File: config.mk
export PLATFORM = sky130hd
export DESIGN_NAME = shift_add_mult_4bit_flat
export DESIGN_NICKNAME = d
export VERILOG_FILES = /design/src/rtl/shift_add_mult_4bit_if.sv /design/src/rtl/shift_add_mult_4bit.sv /design/src/flat_wrapper.sv
export SDC_FILE = /design/constraint.sdc
export NUM_CORES = 1
export LEC_CHECK = 0
export ABC_AREA = 1
export BUFFER_PORTS_ARGS = -buffer_cell sky130_fd_sc_hd__clkbuf_2
export CAP_MARGIN = 20
export CORE_MARGIN = 2
export CORE_UTILIZATION = 56
export CTS_CLUSTER_SIZE = 12
export DETAILED_ROUTE_END_ITERATION = 6
export PLACE_DENSITY = 0.8
export SYNTH_ARGS = -nofsm -noshare
export SYNTH_HDL_FRONTEND = slang
export SYNTH_SLANG_ARGS = --single-unit
export TNS_END_PERCENT = 5
File: constraint.sdc
create_clock -name clk -period 4.6 [get_ports clk]
set_clock_uncertainty 0.05 [all_clocks]
set_input_delay 0.92 -clock clk [delete_from_list [all_inputs] [get_ports clk]]
set_output_delay 0.92 -clock clk [all_outputs]
set_load 0.005 [all_outputs]
File: src/rtl/shift_add_mult_4bit_if.sv
// ----------------------------------------------------------------------------
// shift_add_mult_4bit_if
// Request/result bundle for the 4x4 shift-and-add multiplier.
//   start   : request to begin a multiply (sampled on rising clk)
//   a, b    : unsigned multiplicand / multiplier, captured on accepted start
//   busy    : operation in progress
//   done    : one-cycle pulse, product newly valid
//   product : registered 8-bit result, holds last completed value
// Modports: master drives the request, slave (the multiplier) drives results.
// ----------------------------------------------------------------------------
interface shift_add_mult_4bit_if;
    logic       start;
    logic [3:0] a;
    logic [3:0] b;
    logic       busy;
    logic       done;
    logic [7:0] product;

    modport master (
        output start,
        output a,
        output b,
        input  busy,
        input  done,
        input  product
    );

    modport slave (
        input  start,
        input  a,
        input  b,
        output busy,
        output done,
        output product
    );
endinterface

File: src/rtl/shift_add_mult_4bit.sv
// ----------------------------------------------------------------------------
// fullAdder_4bit
// 4-bit ripple-carry adder built from per-bit full-adder equations.
//   a_i, b_i : addends
//   cin_i    : carry in
//   sum_o    : 4-bit sum
//   cout_o   : carry out
// ----------------------------------------------------------------------------
module fullAdder_4bit (
    input  logic [3:0] a_i,
    input  logic [3:0] b_i,
    input  logic       cin_i,
    output logic [3:0] sum_o,
    output logic       cout_o
);
    logic carry;

    always_comb begin
        sum_o = '0;
        carry = cin_i;
        for (int unsigned i = 0; i < 4; i++) begin
            sum_o[i] = a_i[i] ^ b_i[i] ^ carry;
            carry    = (a_i[i] & b_i[i]) | (carry & (a_i[i] ^ b_i[i]));
        end
        cout_o = carry;
    end
endmodule

// ----------------------------------------------------------------------------
// shift_add_mult_4bit
// Sequential unsigned 4x4 -> 8 multiplier, one shift-and-add step per clock.
// IDLE accepts start, RUN performs four add/shift steps, DONE pulses done for
// one cycle and returns to IDLE.
//   clk  : clock, rising edge
//   rst  : asynchronous active-high reset
//   bus  : slave side of shift_add_mult_4bit_if (start/a/b in,
//          busy/done/product out)
// ----------------------------------------------------------------------------
module shift_add_mult_4bit (
    input  logic                        clk,
    input  logic                        rst,
    shift_add_mult_4bit_if.slave        bus
);
    typedef enum logic [1:0] {
        IDLE,
        RUN,
        DONE
    } state_e;

    state_e     state_q,   state_d;
    logic [3:0] mcand_q,   mcand_d;
    logic [3:0] mplr_q,    mplr_d;
    logic [7:0] acc_q,     acc_d;
    logic [1:0] count_q,   count_d;
    logic [7:0] product_q, product_d;

    logic [3:0]  addend;
    logic [3:0]  sum;
    logic        cout;
    logic [12:0] step;
    logic [7:0]  acc_step;
    logic [3:0]  mplr_step;

    // Partial-product add: upper accumulator nibble plus the multiplicand
    // when the current multiplier bit is set.
    assign addend = mplr_q[0] ? mcand_q : '0;

    fullAdder_4bit u_add (
        .a_i    (acc_q[7:4]),
        .b_i    (addend),
        .cin_i  (1'b0),
        .sum_o  (sum),
        .cout_o (cout)
    );

    // {cout, sum, acc[3:0], mplr} shifted right by one: carry lands in acc[7],
    // sum in acc[6:3], and the low accumulator bits drift down into mplr.
    assign step      = {cout, sum, acc_q[3:0], mplr_q} >> 1;
    assign acc_step  = step[11:4];
    assign mplr_step = step[3:0];

    always_ff @(posedge clk or posedge rst) begin
        if (rst) begin
            state_q   <= IDLE;
            mcand_q   <= '0;
            mplr_q    <= '0;
            acc_q     <= '0;
            count_q   <= '0;
            product_q <= '0;
        end else begin
            state_q   <= state_d;
            mcand_q   <= mcand_d;
            mplr_q    <= mplr_d;
            acc_q     <= acc_d;
            count_q   <= count_d;
            product_q <= product_d;
        end
    end

    always_comb begin
        state_d   = state_q;
        mcand_d   = mcand_q;
        mplr_d    = mplr_q;
        acc_d     = acc_q;
        count_d   = count_q;
        product_d = product_q;

        unique case (state_q)
            IDLE: begin
                if (bus.start) begin
                    mcand_d = bus.a;
                    mplr_d  = bus.b;
                    acc_d   = '0;
                    count_d = '0;
                    state_d = RUN;
                end
            end
            RUN: begin
                acc_d   = acc_step;
                mplr_d  = mplr_step;
                count_d = count_q + 2'd1;
                if (count_q == 2'd3) begin
                    state_d   = DONE;
                    // Each step's sum[0] enters acc[3] and reaches acc[0]
                    // after the remaining steps, so after the fourth step the
                    // complete 8-bit product sits in the accumulator.
                    product_d = acc_step;
                end
            end
            DONE: begin
                state_d = IDLE;
            end
            default: begin
                state_d = IDLE;
            end
        endcase
    end

    // Status decoded purely from the state register.
    assign bus.busy    = (state_q != IDLE);
    assign bus.done    = (state_q == DONE);
    assign bus.product = product_q;
endmodule

File: src/flat_wrapper.sv
// flat-port wrapper written by rule: the top's interface ports become plain ports
module shift_add_mult_4bit_flat 
  (clk, rst, bus_start, bus_a, bus_b, bus_busy, bus_done, bus_product);
  shift_add_mult_4bit_if bus_i ();
  input  logic clk;
  input  logic rst;
  input wire logic [$bits(bus_i.start)-1:0] bus_start;
  input wire logic [$bits(bus_i.a)-1:0] bus_a;
  input wire logic [$bits(bus_i.b)-1:0] bus_b;
  output wire logic [$bits(bus_i.busy)-1:0] bus_busy;
  output wire logic [$bits(bus_i.done)-1:0] bus_done;
  output wire logic [$bits(bus_i.product)-1:0] bus_product;
  assign bus_i.start = bus_start;
  assign bus_i.a = bus_a;
  assign bus_i.b = bus_b;
  assign bus_busy = bus_i.busy;
  assign bus_done = bus_i.done;
  assign bus_product = bus_i.product;
  shift_add_mult_4bit u_core (.clk(clk), .rst(rst), .bus(bus_i));
endmodule
==> results.md, run 1 <==
Clocking:
- Clock tree synthesis found a total of 28 sinks.
- The number of gates resized after CTS is 0.
- The CTS buffer count is 3.
- The largest buffer count on any clock path is 2.
- The root buffer selected by CTS is sky130_fd_sc_hd__clkbuf_4.
- Buffers inserted to repair hold after CTS numbered 0.
- The buffers inserted during post-CTS setup optimization is 0.
- Clock-pin slew was measured on the worst setup and hold paths at 0.15 ns.
- The H-tree depth is 1.
- The latest clock arrival within the worst-skew pair is 0.33 ns.
- The CTS tree is yes.

Setup path:
- The data arrival time of the critical path is 1.35 ns.
- STA classifies the critical path startpoint as a flip-flop.
- For the worst setup path, the data required time is 3.63 ns.
- The worst setup path is captured at a primary output.
- The highest net fanout along the worst path is 10.
- The type of the setup path with the least slack is flip-flop to primary output.

Global routing:
- The total overflow left after global routing is 0.
- The first global-routing pass estimated 3.90 mm of wire.
- The largest net degree at the start of global routing is 29.
- In the global route stage, overall resource usage came out at 20.0%.
- The via count of the first global-routing pass is 912.
- The initial antenna violation count is 0.

Drt:
- The first detailed-routing pass took 4 iterations.
- In the final routed layout, each cell accounts on average for 11.4 um.
- The via density per instance is 5.02.
- For this run, design rule violations remaining after detail routing come to 0.
- The total via count in the routed design is 923.
- Once detail routing completed, the nets flagged for antenna violations numbered 0.
- The detailed router finished its first iteration with 13 violations.
- After detailed routing, the total wire length is 2.09 mm.

Synthesis:
- By area the synthesized netlist is led by sky130_fd_sc_hd__dfrtp_1 (56%), sky130_fd_sc_hd__nand2_1 (16%), sky130_fd_sc_hd__fa_1 (4.8%), sky130_fd_sc_hd__o21ai_0 (4.4%), sky130_fd_sc_hd__inv_1 (3.9%).
- In the synthesized netlist, the number of instances is 135.
- Summed over all instances, the cell type with the most area after synthesis is sky130_fd_sc_hd__dfrtp_1.
- Synthesis inferred 28 register bits.
- Counting distinct cell types in the post-synthesis netlist gives 15.
- The sequential element share of the synthesized area is 56.5%.
- The average footprint of a synthesized cell is 9.19 sq um.
- The number of nets in the synthesized netlist is 151.
- Summed over its instances, the top area cell type makes up 56.5% of the synthesized netlist area.
- The Yosys step of the flow raised 0 warnings.
- Summing every instance area after synthesis gives 1240 sq um.

Power:
- The peak supply drop is 0.332 mV.
- The leakage power of the design is 0.730 nW.
- In this run the power density over the cells is 587 nW/um^2.

Floorplan:
- 21 I/O pins were placed.
- The floorplan step defined a core boundary enclosing 2150 sq um.
- The die is 51.1 um tall.
- Measured along the x axis, the die boundary spans 51.1 um.
- For this configuration, the core starts out at a cell density of 57.8%.
- The die covers 2610 sq um.
- The initialized floorplan defines 17 standard-cell rows.

Finish:
- Compared with the post-synthesis result, the final layout area differs by 14.0%.
- The number of nets in the final layout is 173.
- The repair_antennas step left the layout with diodes totalling 0.
- Once layout is done, the placed cells without fillers occupy 1420 sq um.
- After the flow finishes, the layout carries non-filler instances totaling 184.
- The share of layout cells above drive strength 1 is 18.6%.

Worst hold path:
- The type of the worst min-delay path is input port to async pin.

Timing:
- The final period demand of the worst path is 2.32 ns.
- Setup violations remaining at the end of the flow were counted as 0.
- The number of failing hold endpoints at the final stage was 0.
- The pin slew with the least headroom to its limit is 0.468 ns.
- The minimum setup slack in the final design is 2.28 ns.
- The count of final max-slew check failures was 0.
- Setup repair after global routing left no endpoint under its margin.
- The final setup TNS is 0 ns.
- For this run, the top clock speed supported by timing is 431 MHz.
- After layout, the worst path uses 50.5% of the clock period.
- Headroom to the max-slew limit came out at 68.7%.

Placement:
- After detailed placement, the total cell area comes to 1350 sq um.
- The instance count after placement with tap cells included is 179.
- Detailed placement finished with a half-perimeter wire length of 1.51 mm.
- The count of buffers added on input and output ports is 20.
- OpenSTA, run right after detailed placement, puts the worst setup slack at 2.39 ns.
- The placer's final routability congestion estimate is 0.797.

Status:
- The run finished with clean final reports.

Flow run:
- The tool flagged a number of max-cap violations equal to 0.
==> placed cells by master (no fill, tap or decap) <==
| cell type | count |
|---|---|
| sky130_fd_sc_hd__nor2_1 | 1 |
| sky130_fd_sc_hd__dfrtp_1 | 28 |
| sky130_fd_sc_hd__ha_1 | 2 |
| sky130_fd_sc_hd__clkbuf_4 | 3 |
| sky130_fd_sc_hd__fa_1 | 3 |
| sky130_fd_sc_hd__inv_2 | 1 |
| sky130_fd_sc_hd__o21ai_1 | 7 |
| sky130_fd_sc_hd__inv_1 | 13 |
| sky130_fd_sc_hd__clkbuf_2 | 20 |
| sky130_fd_sc_hd__buf_16 | 1 |
| sky130_fd_sc_hd__nand3_1 | 9 |
| sky130_fd_sc_hd__nand3_4 | 1 |
| sky130_fd_sc_hd__nand2_1 | 53 |
| sky130_fd_sc_hd__nor2_2 | 1 |
| sky130_fd_sc_hd__clkbuf_8 | 1 |
| sky130_fd_sc_hd__o21ai_0 | 11 |
| sky130_fd_sc_hd__o21ai_4 | 1 |
==> routing by layer <==
metal  vias up  share of wire [%]  GRT usage (%)
met5         -                  0              0
met4         0                1.9           9.01
met3         4                3.0           3.51
met2        19                 47           31.8
met1       437                 48           26.8
li1        463                  -              -
==> per-stage QoR <==
stage	utilization, %	total power, mW	hold WS, ns
detailed placement	62.9	0.718	0.409
finish	65.9	0.830	0.405
floorplan	-	0.634	0.392
CTS	64.6	0.837	0.444
global placement	62.9	0.704	0.408
global route	65.9	0.911	0.405
==> synth_stat cells <==
cell,number
sky130_fd_sc_hd__dfrtp_1,28
sky130_fd_sc_hd__ha_1,2
sky130_fd_sc_hd__o21ai_1,7
sky130_fd_sc_hd__fa_1,3
sky130_fd_sc_hd__nand3_1,9
sky130_fd_sc_hd__o21ai_0,11
sky130_fd_sc_hd__buf_2,2
sky130_fd_sc_hd__nand3_4,1
sky130_fd_sc_hd__nor2_1,1
sky130_fd_sc_hd__inv_2,1
sky130_fd_sc_hd__o21ai_4,1
sky130_fd_sc_hd__inv_1,13
sky130_fd_sc_hd__nor2_2,1
sky130_fd_sc_hd__buf_4,2
sky130_fd_sc_hd__nand2_1,53
==> logic make-up (layout without fill, tap and decap cells) <==
group                    Yosys count  count (layout)  synth area share [%]
adder cells (fa/ha/maj)            5               5                  6.85
flip-flops                        28              28                  56.5
AO/OA/AOI/OAI                     19              19                  8.57
buffers and inverters             18              39                  6.25
AND/OR/NAND/NOR                   65              65                  21.9
==> sequential cells by signal (all words and copies together) (netlist names) <==
register,flops
u_core.acc_q,8
u_core.bus.product,8
u_core.mcand_q,4
u_core.mplr_q,4
u_core.count_q,2
u_core.state_q,2
==> where the power goes <==
| group | internal, mW | switching, mW |
|---|---|---|
| clock | 0.0485 | 0.0713 |
| sequential | 0.341 | 0.0703 |
| combinational | 0.116 | 0.183 |
| total | 0.506 | 0.325 |
==> worst max-delay path, cell delays in order, from the launching register on <==
cell and delay, ns:
sky130_fd_sc_hd__dfrtp_1 0.58, sky130_fd_sc_hd__nor2_2 0.28, sky130_fd_sc_hd__inv_1 0.06, sky130_fd_sc_hd__clkbuf_2 0.11
==> area by class of cell <==
class                           count  area (sq um)
Inverter                           14          52.6
Tap cell                           28          35.0
Timing Repair Buffer               21           128
Fill cell                         174           733
Clock buffer                        4          36.3
Sequential cell                    28           701
Multi-Input combinational cell     89           463
==> worst paths after layout <==
check	from	end	depth (start not counted)	slack, ns
max	u_core.state_q[0]	bus_busy	3	2.28
min	rst	u_core.bus.product[1]	2	0.41
max reg2reg	u_core.mplr_q[0]	u_core.bus.product[6]	8	2.36
min reg2reg	u_core.mcand_q[3]	u_core.mcand_q[3]	2	0.44
max in group asynchronous	rst	u_core.acc_q[6]	3	3.71
min in group clk	u_core.mcand_q[3]	u_core.mcand_q[3]	2	0.44
Power figures use the tool's default switching activity.
==> run 2, diff against run 1 <==
Settings changed: ABC_AREA 1 to 0, CORE_UTILIZATION 56 to 53, PLACE_DENSITY 0.8 to 0.76.
Clock period 4.6 ns to 2.4 ns, I/O delays scaled along.
==> results.md, run 2 <==
Synthesis:
- The register bit count reported by yosys is 28 (unchanged).
- The post-synthesis adder-cell area fraction is 7.05% (+0.19 points).
- The average footprint of a synthesized cell is 12.1 sq um (+31%).
- The count of flip-flops with a built-in enable after synthesis is 0 (unchanged).
- The synthesized-area fraction occupied by ao, oa, aoi and oai cells is 14.2% (+5.6 points).
- The cell count after synthesis is 100 (-26%).
- After synthesis, the most frequently instantiated cells are sky130_fd_sc_hd__dfrtp_1 (28), sky130_fd_sc_hd__nand2_1 (13), sky130_fd_sc_hd__o21ai_0 (9).
- The number of nets in the synthesized netlist is 116 (-23%).
- The top cell type's share of synthesized area is 58.0% (+1.6 points).
- The Yosys warning count is 0 (unchanged).
- The mux share of post-synthesis cell area is 7.46% (+7.5 points).
- The count of distinct cell types in the synthesized netlist is 19 (+4).
- sky130_fd_sc_hd__dfrtp_1 is the most common cell in the netlist.
- sky130_fd_sc_hd__dfrtp_1 takes more of the synthesized area than any other cell.
- The main combinational cell family by area after synthesis is compound AO/OA/AOI/OAI gates.
- Among all flip-flop cells after synthesis, the most frequent one is sky130_fd_sc_hd__dfrtp_1.
- The simple-gate area share of the yosys netlist came to 8.81% (-13 points).
- Ranked by total cell area, the synthesized netlist is headed by sky130_fd_sc_hd__dfrtp_1 (58%), sky130_fd_sc_hd__mux2_2 (7.5%), sky130_fd_sc_hd__fa_1 (5.0%), sky130_fd_sc_hd__o22ai_1 (4.1%), sky130_fd_sc_hd__nand2_1 (4.0%).
- The proportion of synthesized flip-flops having asynchronous set or reset is 100% (unchanged).
- The post-synth design cell area is 1210 sq um (-2.7%).
- The sequential element share of the synthesized area came to 58.0% (+1.6 points).
- The fraction of synthesized cell area in xor and xnor cells came to 0% (unchanged).

Setup path:
- The data required time of the worst path is 2.56 ns (-1.07 ns).
- The reg-to-reg setup timing slack came to 0.14 ns (-2.22 ns).
- The slowest stage cell on the critical path is sky130_fd_sc_hd__fa_1.
- The count of buffering cells on the critical path with inverters included came to 1 (-1).
- The total number of cells along the worst setup path is 7 (+4).
- The depth of the worst register-to-register path is 7 (-1).
- By instance count, the cell type seen most on the critical path is sky130_fd_sc_hd__fa_1.
- The highest net fanout along the worst path came to 6 (-4).
- The peak per-stage delay on the critical path is 0.50 ns (-0.08 ns).
- The critical path is of the flip-flop to flip-flop type.
- The launching point of the worst reg2reg path is u_core.mplr_q[0].
- The data arrival time of the critical path is 2.42 ns (+1.07 ns).
- STA classifies the critical path endpoint as a flip-flop.
- The endpoint of the most critical register-to-register path is u_core.acc_q[6].
- The signal on the critical path passes through and2_1 > ha_1 > inv_1 > fa_1 > fa_1 > fa_1 > o21ai_0.
- The startpoint class of the critical path is a flip-flop.
- Grouping stages by cell kind, the critical path spends the most delay in adder cells.

Timing:
- The count of final max-slew check failures is 0 (unchanged).
- The worst path uses 94.2% of the clock period.
- The final period demand of the worst path is 2.26 ns.
- The final-report setup violation count is 0 (unchanged).
- The minimum setup slack in the final design came to 0.140 ns (-2.14 ns).
- The number of failing hold endpoints at the final stage was 0 (unchanged).
- The final setup TNS is 0 ns (unchanged).
- Setup repair after global routing left no endpoint under its margin.
- The maximum operating frequency is 442 MHz.
- The pin slew with the least headroom to its limit came to 0.351 ns (-0.117 ns).
- The relative slew slack is 76.6% (+7.9 points).

Finish:
- The number of inserted diodes is 0 (unchanged).
- The filler-free cell count of the finished design was 151 (-18%).
- The number of nets in the final layout is 140 (-19%).
- Leaving out fill and tap cells, the most frequent cells in the layout are sky130_fd_sc_hd__dfrtp_1 (27), sky130_fd_sc_hd__clkbuf_2 (20), sky130_fd_sc_hd__nand2_1 (13).
- The share of layout cells above drive strength 1 was 30.1% (+11 points).
- The multi-input combinational cell area is 453 sq um (-2.2%).
- The footprint of the flip-flops and latches is 702 sq um (+0.18%).
- The most common cell after layout, fill and taps aside is sky130_fd_sc_hd__dfrtp_1.
- The layout filler cell count came to 177 (+1.7%).
- Relative to the synthesized area, the layout overhead comes to 14.9%.

Placement:
- The placer's final routability congestion estimate is 0.775 (-2.8%).
- The instance count after placement with tap cells included was 147 (-18%).
- The post-placement setup slack is 0.128 ns (-2.26 ns).
- The count of buffers from port buffering came to 20 (unchanged).
- The detailed placer's ending HPWL came to 1.46 mm (-3.1%).

Floorplan:
- The area enclosed by the die boundary is 2680 sq um (+2.6%).
- The initial cell density of the core is 55.1% (-2.7 points).
- The width of the die is 51.7 um (+1.3%).
- The number of core rows was 17 (unchanged).
- The total core area is 2190 sq um (+2.0%).
- The I/O pin count is 21 (unchanged).
- The die height is 51.7 um (+1.3%).

Status:
- The run finished with clean final reports.

Clocking:
- The largest buffer count on any clock path came to 2 (unchanged).
- The clock sink total is 28 (unchanged).
- The H-tree depth came to 1 (unchanged).
- The latest clock arrival within the worst-skew pair is 0.33 ns (about the same).
- The buffers inserted during post-CTS setup optimization is 0 (unchanged).
- The tree is rooted in a sky130_fd_sc_hd__clkbuf_4.
- TritonCTS built the clock tree.
- The CTS buffer count came to 3 (unchanged).
- The clock-pin slew on the worst setup and hold paths is 0.15 ns (about the same).

Global routing:
- The initial antenna violation count is 0 (unchanged).
- The first-pass GRT wire length is 3.53 mm (-9.4%).
- The residual overflow from global routing is 0 (unchanged).
- The total routing usage reported by global routing is 18.3% (-1.7 points).
- The largest net degree at the start of global routing came to 29 (unchanged).
- The via count of the first global-routing pass came to 795 (-13%).

Drt:
- The total via count in the routed design is 789 (-15%).
- The average wire per standard cell is 13.4 um (+18%).
- The via density per instance is 5.23 (+4.2%).
- The total detailed-routing wirelength was 2.02 mm (-3.4%).
- The number of nets with antenna violations after detailed routing is 0 (unchanged).
- The first-pass iteration count of the detailed router is 4 (unchanged).
- The total DRC errors in the routed layout came to 0 (unchanged).
- The number of violations reported at the end of detailed-routing iteration 0 is 14 (+1).

Power:
- The power after layout is 1.85 mW (+120%).
- The peak supply drop came to 0.809 mV (+140%).
- The switching share of power is 34.7% (-4.4 points).
- The clock network fraction of total power was 16.4% (+2.0 points).
- The internal cell power is 1.21 mW (+140%).
- The fraction of power consumed by sequential logic came to 45.2% (-4.3 points).
- The total net switching power is 644 uW (+98%).
- The share of power burned in combinational logic is 38.5% (+2.4 points).
- The leakage power of the design was 0.672 nW (-8.0%).
- The power density normalized to cell area is 1340 nW/um^2 (+130%).

Flow run:
- The max-capacitance violation count came to 0 (unchanged).

Worst hold path:
- The type of the worst min-delay path is input port to async pin.
## run 2: kinds of logic (layout without fill, tap and decap cells)
kind of cell / after synthesis / in the layout
multiplexers: 8 / 8
buffers and inverters: 11 / 34
AO/OA/AOI/OAI: 28 / 28
adder cells (fa/ha/maj): 5 / 5
AND/OR/NAND/NOR: 20 / 20
flip-flops: 28 / 28
## run 2: worst reg2reg max path, stage by stage (launching register included)
cell                      delay [ns]
sky130_fd_sc_hd__dfrtp_2        0.44
sky130_fd_sc_hd__and2_1         0.15
sky130_fd_sc_hd__ha_1           0.13
sky130_fd_sc_hd__inv_1          0.04
sky130_fd_sc_hd__fa_1           0.37
sky130_fd_sc_hd__fa_1           0.39
sky130_fd_sc_hd__fa_1           0.50
sky130_fd_sc_hd__o21ai_0        0.08
## run 2: metrics by stage
stage / hold slack, ns / cell area, sq um / util (%)
2_1_floorplan: 0.400 / 1210 / -
3_3_place_gp: 0.413 / 1330 / 60.9
3_5_place_dp: 0.425 / 1330 / 60.9
4_1_cts: 0.117 / 1390 / 63.3
5_1_grt: 0.146 / 1390 / 63.3
6_report: 0.114 / 1390 / 63.3
## run 2: final cells by class
class,count,area share [%]
Tap cell,28,2.52
Clock inverter,1,2.16
Inverter,8,2.16
Clock buffer,3,1.62
Timing Repair Buffer,22,8.30
Sequential cell,28,50.6
Multi-Input combinational cell,61,32.6
## run 2: metal layers
layer  GRT usage (%)  routed length, um
met3            2.59                 61
met2            28.6                991
met4            10.5                 25
met5               0                  0
met1            24.4                945
## run 2: power groups by stage
stage / Clock (mW) / Sequential (mW) / Combinational [mW]
after global routing: 0.323 / 0.872 / 0.825
after floorplan: 0 / 0.813 / 0.545
after global placement: 0 / 0.832 / 0.703
final: 0.304 / 0.837 / 0.713
after detailed placement: 0 / 0.845 / 0.727
after CTS: 0.310 / 0.837 / 0.730
## run 2: worst max path at each step
stage / start / endpoint / slack, ns
2_1_floorplan: u_core.mplr_q[0] / u_core.acc_q[6] / 0.24
3_3_place_gp: u_core.mplr_q[0] / u_core.acc_q[6] / 0.19
3_5_place_dp: u_core.mplr_q[0] / u_core.acc_q[6] / 0.13
4_1_cts: u_core.mplr_q[0] / u_core.acc_q[6] / 0.07
5_1_grt: u_core.mplr_q[0] / u_core.acc_q[6] / 0.01
6_report: u_core.mplr_q[0] / u_core.acc_q[6] / 0.14
## run 2: timing repair
action,4_1_cts,5_1_grt
endpoints found under the setup margin,0,3
hold buffers,0,0
gates resized for setup,0,1
==> run 3, diff against run 2 <==
Settings changed: BUFFER_PORTS_ARGS -buffer_cell sky130_fd_sc_hd__clkbuf_2 to not set, CORE_UTILIZATION 53 to 56, DONT_BUFFER_PORTS set to 1, PLACE_DENSITY 0.76 to 0.71.
==> results.md, run 3 (same netlist as run 2, synthesis figures left out) <==
Drt:
- The first-pass iteration count of the detailed router came to 4 (unchanged).
- The average wire per standard cell is 15.4 um (+15%).
- The via density per instance is 5.84 (+12%).
- The total detailed-routing wirelength is 2.02 mm (-0.25%).
- The total DRC errors in the routed layout was 0 (unchanged).
- The number of nets with antenna violations after detailed routing is 0 (unchanged).
- The total via count in the routed design is 765 (-3.0%).
- The number of violations reported at the end of detailed-routing iteration 0 is 10 (-4).

Timing:
- The count of final max-slew check failures was 0 (unchanged).
- The final-report setup violation count came to 0 (unchanged).
- The relative slew slack was 46.4% (-30 points).
- The number of failing hold endpoints at the final stage was 0 (unchanged).
- The final setup TNS is 0 ns (unchanged).
- The maximum operating frequency was 443 MHz (+0.15%).
- The share of the clock period used by the worst path is 94.0% (-0.14 points).
- The final period demand of the worst path came to 2.26 ns (-0.00335 ns).
- The pin slew with the least headroom to its limit is 0.803 ns (+0.452 ns).
- The minimum setup slack in the final design is 0.143 ns (+0.00335 ns).
- The final hold slack is 0.250 ns (+0.136 ns).
- Setup repair after global routing left no endpoint under its margin.

Power:
- The leakage power of the design is 0.584 nW (-13%).
- The power density normalized to cell area is 1350 nW/um^2 (+0.84%).
- The power after layout is 1.72 mW (-7.1%).
- The peak supply drop is 0.756 mV (-6.5%).

Global routing:
- The first-pass GRT wire length was 3.37 mm (-4.7%).
- The initial antenna violation count is 0 (unchanged).
- The largest net degree at the start of global routing is 22 (-24%).
- The total routing usage reported by global routing is 17.8% (-0.47 points).
- The via count of the first global-routing pass came to 757 (-4.8%).
- The residual overflow from global routing is 0 (unchanged).

Setup path:
- By startpoint and endpoint, the worst setup path is classified as flip-flop to flip-flop.
- The highest net fanout along the worst path is 2 (-4).
- The data arrival time of the critical path is 2.42 ns (about the same).
- The depth of the worst register-to-register path is 7 (unchanged).
- The kind of end point of the critical path is a flip-flop.
- The endpoint identified for the worst register-to-register timing path is u_core.acc_q[6].
- The startpoint class of the critical path is a flip-flop.
- The reg-to-reg setup timing slack is 0.14 ns (about the same).
- The data required time of the worst path was 2.56 ns (about the same).
- The capture point of the worst path is u_core.acc_q[6].
- The launching point of the worst reg2reg path is u_core.mplr_q[0].
- The timing startpoint of the critical path is u_core.mplr_q[0].

Finish:
- The number of nets in the final layout was 121 (-14%).
- In the layout the commonest cells are sky130_fd_sc_hd__dfrtp_1 (28), sky130_fd_sc_hd__nand2_1 (13), sky130_fd_sc_hd__o21ai_0 (9).
- The number of inserted diodes came to 0 (unchanged).
- The most common cell after layout, fill and taps aside is sky130_fd_sc_hd__dfrtp_1.
- The share of layout cells above drive strength 1 came to 15.4% (-15 points).
- The cell area after layout is 1280 sq um (-7.8%).
- Relative to the synthesized area, the layout overhead comes to 5.91%.

Floorplan:
- The I/O pin count is 21 (unchanged).
- The width of the die is 50.4 um (-2.5%).
- The die height is 50.4 um (-2.5%).
- The total core area is 2000 sq um (-8.6%).
- The number of core rows is 16 (-1).
- The area enclosed by the die boundary is 2540 sq um (-4.9%).
- The initial cell density of the core came to 60.3% (+5.2 points).

Placement:
- The post-placement setup slack is 0.160 ns (+0.0321 ns).
- The count of buffers from port buffering is 0 (-100%).
- The detailed placer's ending HPWL came to 1.51 mm (+3.0%).
- The placer's final routability congestion estimate was 0.760 (-1.9%).
- The placement-stage cell area is 1230 sq um (-7.6%).

Flow run:
- The max-capacitance violation count is 0 (unchanged).

Clocking:
- The CTS buffer count is 3 (unchanged).
- The root buffer selected by CTS is sky130_fd_sc_hd__clkbuf_4.
- The latest clock arrival within the worst-skew pair was 0.32 ns (about the same).
- The CTS tree is yes.
- The largest buffer count on any clock path is 2 (unchanged).
- The clock sink total is 28 (unchanged).
- The clock-pin slew on the worst setup and hold paths came to 0.14 ns (about the same).
- The H-tree depth was 1 (unchanged).
- The buffers inserted during post-CTS setup optimization is 0 (unchanged).

Status:
- The run finished with clean final reports.

Worst hold path:
- The type of the worst min-delay path is input port to flip-flop.
## run 3: cell types whose count changed in the layout (fill, tap and decap cells not counted)
cell and delta:
sky130_fd_sc_hd__dfrtp_2 -1, sky130_fd_sc_hd__bufinv_16 -1, sky130_fd_sc_hd__dfrtp_1 +1, sky130_fd_sc_hd__clkbuf_2 -20, sky130_fd_sc_hd__clkbuf_8 +1, sky130_fd_sc_hd__dlygate4sd3_1 +1
## run 3: per-layer routing
layer | GRT usage [%] | wire (um) | part of all wire [%]
met1 | 24.1 | 944 | 47
met2 | 27.9 | 927 | 46
met3 | 4.46 | 131 | 6.5
met4 | 6.76 | 15 | 0.74
met5 | 0 | 0 | 0
## run 3: area by class of cell
class,count,area (sq um)
inverters,8,30.0
repair buffers,3,25.0
clock buffers,4,36.3
well taps,27,33.8
multi-input cells,61,453
fillers,168,723
flip-flops and latches,28,701
## run 3: how the worst min path moves through the flow
stage,depth (start not counted),start,slack [ns],end
after floorplan,2,u_core.acc_q[5],0.40,u_core.acc_q[5]
after global placement,1,rst,0.27,u_core.bus.product[3]
after detailed placement,1,rst,0.27,u_core.bus.product[0]
after CTS,1,bus_a[2],0.24,u_core.mcand_q[2]
after global routing,1,bus_a[3],0.24,u_core.mcand_q[3]
final,1,bus_a[2],0.25,u_core.mcand_q[2]
## run 3: critical path, stage by stage, from the launching register on
cell and delay [ns]:
sky130_fd_sc_hd__dfrtp_1 0.37, sky130_fd_sc_hd__and2_1 0.13, sky130_fd_sc_hd__ha_1 0.13, sky130_fd_sc_hd__inv_1 0.05, sky130_fd_sc_hd__fa_1 0.38, sky130_fd_sc_hd__fa_1 0.42, sky130_fd_sc_hd__fa_1 0.52, sky130_fd_sc_hd__o21ai_0 0.09
## run 3: repair_timing
| item | 4_1_cts | 5_1_grt |
|---|---|---|
| hold endpoints to repair | 7 | 0 |
| resized for setup | 0 | 0 |
| hold buffers | 1 | 0 |
## run 3: metrics by stage
step           cells  utilization, %
4_1_cts          131            63.9
3_3_place_gp     126            61.6
2_1_floorplan    100               -
5_1_grt          131            63.9
3_5_place_dp     126            61.6
6_report         131            63.9
## run 3: report_power, final
part	internal, mW	switching [mW]
logic	0.312	0.352
registers	0.686	0.151
clock network	0.0927	0.128
total	1.09	0.631
